--- src/rtl/alu.sv ---
// Registered MIPS R-type ALU subset (ADD, SUB, AND, OR, XOR, NOR, SRA, SRL).
// Result and status flags load together on every clock; unknown ops give zero.
module alu #(
  parameter int NB_DATA = 8
) (
  input  logic               clk,
  input  logic               rst_n,
  input  logic [NB_DATA-1:0] dato_a,
  input  logic [NB_DATA-1:0] dato_b,
  input  logic [NB_DATA-1:0] op,
  output logic [NB_DATA-1:0] res,
  output logic               o_zero,
  output logic               o_carry,
  output logic               o_overflow
);

  localparam int NB_SH = $clog2(NB_DATA);
  localparam int MSB   = NB_DATA - 1;

  localparam logic [NB_DATA-1:0] OP_ADD = NB_DATA'(6'h20);
  localparam logic [NB_DATA-1:0] OP_SUB = NB_DATA'(6'h22);
  localparam logic [NB_DATA-1:0] OP_AND = NB_DATA'(6'h24);
  localparam logic [NB_DATA-1:0] OP_OR  = NB_DATA'(6'h25);
  localparam logic [NB_DATA-1:0] OP_XOR = NB_DATA'(6'h26);
  localparam logic [NB_DATA-1:0] OP_NOR = NB_DATA'(6'h27);
  localparam logic [NB_DATA-1:0] OP_SRA = NB_DATA'(6'h03);
  localparam logic [NB_DATA-1:0] OP_SRL = NB_DATA'(6'h02);

  logic [NB_DATA:0]          w_sum;
  logic [NB_DATA:0]          w_diff;
  logic                      w_sh_big;
  logic [NB_SH-1:0]          w_sh;
  logic signed [NB_DATA-1:0] w_sra;
  logic [NB_DATA-1:0]        w_srl;
  logic [NB_DATA-1:0]        w_res;
  logic                      w_carry;
  logic                      w_ovf;

  // Extra top bit of the difference is the unsigned borrow (a < b).
  assign w_sum  = {1'b0, dato_a} + {1'b0, dato_b};
  assign w_diff = {1'b0, dato_a} - {1'b0, dato_b};

  // The whole of dato_b is the shift amount; only small amounts reach the shifter.
  assign w_sh_big = (dato_b >= NB_DATA'(NB_DATA));
  assign w_sh     = dato_b[NB_SH-1:0];
  assign w_sra    = $signed(dato_a) >>> w_sh;
  assign w_srl    = dato_a >> w_sh;

  always_comb begin
    w_res   = '0;
    w_carry = 1'b0;
    w_ovf   = 1'b0;
    case (op)
      OP_ADD: begin
        w_res   = w_sum[MSB:0];
        w_carry = w_sum[NB_DATA];
        w_ovf   = (dato_a[MSB] == dato_b[MSB]) && (w_sum[MSB] != dato_a[MSB]);
      end
      OP_SUB: begin
        w_res   = w_diff[MSB:0];
        w_carry = w_diff[NB_DATA];
        w_ovf   = (dato_a[MSB] != dato_b[MSB]) && (w_diff[MSB] != dato_a[MSB]);
      end
      OP_AND: w_res = dato_a & dato_b;
      OP_OR:  w_res = dato_a | dato_b;
      OP_XOR: w_res = dato_a ^ dato_b;
      OP_NOR: w_res = ~(dato_a | dato_b);
      OP_SRA: begin
        if (w_sh_big) w_res = {NB_DATA{dato_a[MSB]}};
        else          w_res = w_sra;
      end
      OP_SRL: begin
        if (w_sh_big) w_res = '0;
        else          w_res = w_srl;
      end
      default: w_res = '0;
    endcase
  end

  always_ff @(posedge clk or negedge rst_n) begin
    if (!rst_n) begin
      res        <= '0;
      o_zero     <= 1'b1;
      o_carry    <= 1'b0;
      o_overflow <= 1'b0;
    end else begin
      res        <= w_res;
      o_zero     <= (w_res == '0);
      o_carry    <= w_carry;
      o_overflow <= w_ovf;
    end
  end

endmodule

--- config.mk ---
export PLATFORM = sky130hd
export DESIGN_NAME = alu
export DESIGN_NICKNAME = d
export VERILOG_FILES = /design/src/rtl/alu.sv
export SDC_FILE = /design/constraint.sdc
export NUM_CORES = 1
export LEC_CHECK = 0
export BUFFER_PORTS_ARGS = -buffer_cell sky130_fd_sc_hd__buf_2
export CAP_MARGIN = 10
export CORE_UTILIZATION = 40
export CTS_BUF_LIST = sky130_fd_sc_hd__clkbuf_8
export CTS_CLUSTER_SIZE = 24
export DETAILED_ROUTE_END_ITERATION = 10
export GPL_TIMING_DRIVEN = 0
export HOLD_SLACK_MARGIN = 0.1
export PLACE_DENSITY_LB_ADDON = 0.05
export SETUP_SLACK_MARGIN = 0.3
export SKIP_CTS_REPAIR_TIMING = 1
export SYNTH_ARGS = -nofsm -noshare
export SYNTH_HDL_FRONTEND = slang
export SYNTH_SLANG_ARGS = --single-unit
--- constraint.sdc ---
create_clock -name clk -period 0.8 [get_ports clk]
set_input_delay 0.12 -clock clk [delete_from_list [all_inputs] [get_ports clk]]
set_output_delay 0.12 -clock clk [all_outputs]
set_load 0.01 [all_outputs]
==> run summary <==
top_reg_cell synth: sky130_fd_sc_hd__dfrtp_1
number of flops mapped to enable cells by yosys: 0
cell area power density: 903 nW/um^2
instance count of the mapped netlist: 254
WL final: 6.12 mm
violations in the final reports: negative hold slack, negative setup slack
critical path fanouts, max: 4
number of flip-flops and latches in the synthesized netlist: 11
via total after detailed routing: 2165
tightest hold margin: -262 ps
area share of the largest cell type after synthesis: 0.163
yosys synthesis warning count: 0
area of the die: 5280 um^2
vertical die dimension: 72.7 um
overall global routing resource usage: 0.235
fin crit share: 3.13
effective utilization at floorplan: 0.420
TNS Setup: -10760 ps
final max-slew violation count: 0
highest-delay cell along the critical path: sky130_fd_sc_hd__or4_4
post-detailed-route count of antenna-violating nets: 0
number of hold-slack violations in the final timing report: 11
growth of design area from synthesis to finish: 33.2%
HP Class: in -> async
Syn Nets: 307
fraction of final layout cells with drive strength greater than 1: 0.324
number of DRC violations after detailed routing: 0
run status: complete, but fails checks
H-Tree Depth: 1
half-perimeter wire length of the detailed placement result: 4.83 mm
CTS buffer count: 3
Crit Path Class: in -> reg
netlist area before placement: 2000 um^2
async set-or-reset flop fraction in the synthesized netlist: 1.00
Routability Congestion: 0.918
Netlist cell types: 59
top area cells in the synthesized netlist: sky130_fd_sc_hd__ha_1 (16%), sky130_fd_sc_hd__dfrtp_1 (13%), sky130_fd_sc_hd__inv_1 (4.5%)
vias in the first global route: 1902
clock tree from TritonCTS: built
number of detailed-route iterations in the first pass: 4
worst-case setup slack after placement: -2000 ps
total non-filler cell area in the finished layout: 2660 um^2
cell breakdown of the critical path: buf_8 -> or4_4 -> or4_4 -> mux2i_1 -> nor3b_1 -> a2111o_1 -> or4_1 -> nor4b_2
core footprint: 4750 um^2
maximum clock insertion buffer count: 2
Avg Synthesized Cell Area: 7.87 um^2
CP startpoint: dato_b[5]
clock root buffer: sky130_fd_sc_hd__clkbuf_8
Post-Place Cell Area: 2380 um^2
final net count: 353
filler cell count: 448
Slew HR: 0.663
Antenna Cells: 0
biggest area consumer among synthesized cells: sky130_fd_sc_hd__ha_1
achievable clock frequency: 399 MHz
maximum number of pins on one net before global-route repair: 12
global-route wire length before repair: 9.51 mm
most prevalent standard cell on the critical path: sky130_fd_sc_hd__or4_4
Crit path arrival time: 2650 ps
worst path required time: 940 ps
remaining global-route overflow: 0
category of the worst setup path capture point: register
Routed wire per std cell: 16.7 um
leakage power: 1.20 nW
DR vias/cell: 5.92
setup violators final: 22
maximum resistive drop on vdd: 0.609 mV
RSZ-0062 raised after global routing: true
time the final worst path needs with I/O delays and setup: 2500 ps
Placement Rows: 25
kind of cell adding the most delay to the critical path: simple AND/OR/NAND/NOR gates
critical path buffer and inverter count: 1
initial drt markers: 153
count of boundary I/O pins: 37
Port-buffer cells: 35
antenna violations before repair: 0
maximum single-stage delay on the critical path: 560 ps
clock-pin slew reported for the worst setup and hold paths after clock tree synthesis: 40 ps
Sinks on Clock Net: 11
CP startpoint kind: primary input
worst setup margin: -1700 ps
transition time at the pin with the least slew margin: 506 ps
Max Cap Violations: 0
horizontal extent of the die: 72.7 um
sequential share of the synthesized area: 0.138
-- power by group --
group	switching, mW	internal [mW]	total [mW]
logic	0.722	0.561	1.28
registers	0.00860	0.601	0.610
clock network	0.177	0.334	0.511
total	0.907	1.50	2.40
-- cell type report --
type                       count  area (um^2)  area share
buffer                        12         98.8      0.0371
clock buffer                   3         41.3      0.0155
clock inverter                 1         3.75     0.00141
inverter                      24         97.6      0.0367
multi-input combinational    208         1820       0.682
sequential                    11          277       0.104
tap                           67         83.8      0.0315
timing repair buffer          40          244      0.0917
-- stage by stage --
step           hold slack (ps)  std cells  utilization  power, mW
2_1_floorplan             -176        254            -       1.38
3_3_place_gp             -13.8        356        0.501       1.72
3_5_place_dp             -12.1        356        0.501       1.72
4_1_cts                   -260        360        0.510       2.24
5_1_grt                   -249        366        0.560       2.56
6_report                  -262        366        0.560       2.40
-- sequential cells by signal, summed over array words and instances (netlist names) --
register / flops
res: 8
o_carry: 1
o_overflow: 1
o_zero: 1
-- cells in the mapped netlist, types with 3 or more instances --
library cell               count
sky130_fd_sc_hd__mux2i_1       8
sky130_fd_sc_hd__a221oi_1      4
sky130_fd_sc_hd__inv_1        24
sky130_fd_sc_hd__clkbuf_1     11
sky130_fd_sc_hd__o22ai_1       3
sky130_fd_sc_hd__a21oi_1      12
sky130_fd_sc_hd__xnor2_1       9
sky130_fd_sc_hd__nor4_1        3
sky130_fd_sc_hd__nor2b_1       3
sky130_fd_sc_hd__a31oi_1       6
sky130_fd_sc_hd__nor3_1       12
sky130_fd_sc_hd__mux2_2        3
sky130_fd_sc_hd__and2_1        3
sky130_fd_sc_hd__o21ai_0      10
sky130_fd_sc_hd__o211ai_1      6
sky130_fd_sc_hd__nor2_1       14
sky130_fd_sc_hd__o221ai_1      3
sky130_fd_sc_hd__nand3_1       6
sky130_fd_sc_hd__nand2_1      22
sky130_fd_sc_hd__nor3b_1       3
sky130_fd_sc_hd__ha_1         26
sky130_fd_sc_hd__dfrtp_1      10
sky130_fd_sc_hd__nand2b_1      4
sky130_fd_sc_hd__mux4_2        3
-- final timing paths --
check                               endpoint  cells after the start
hold / removal             o_carry$_DFF_PN0_                      1
max in group asynchronous   o_zero$_DFF_PN1_                      1
setup / recovery            o_zero$_DFF_PN1_                      8
min in group clk           o_carry$_DFF_PN0_                      4
-- layout by cell type (no fill, tap or decap), types with 6 or more instances in the layout --
master / instances
sky130_fd_sc_hd__nor2_1: 13
sky130_fd_sc_hd__mux2i_1: 7
sky130_fd_sc_hd__o211ai_1: 6
sky130_fd_sc_hd__ha_1: 22
sky130_fd_sc_hd__xnor2_1: 9
sky130_fd_sc_hd__a21oi_1: 9
sky130_fd_sc_hd__nand2_1: 21
sky130_fd_sc_hd__inv_1: 22
sky130_fd_sc_hd__nand3_1: 6
sky130_fd_sc_hd__buf_2: 31
sky130_fd_sc_hd__o21ai_0: 6
sky130_fd_sc_hd__dfrtp_1: 10
sky130_fd_sc_hd__nor3_1: 10
-- metal layers --
layer / track usage / vias to the layer above / share of wire
met3: 0.0138 / 6 / 0.030
met2: 0.397 / 66 / 0.49
li1: - / 1040 / -
met1: 0.324 / 1053 / 0.47
met5: 0 / - / 0
met4: 0.0632 / 0 / 0.0098
-- cell families (layout without fill, tap and decap cells) --
group,after synthesis,in the layout,share of synthesized area
xor+xnor,10,10,0.0438
flops,11,11,0.138
compound gates,70,70,0.249
simple gates,86,87,0.237
mux,14,14,0.0908
buf+inv,36,80,0.0683
fa+ha+maj,27,27,0.173
Note: power is estimated with default switching activity, not from simulation.
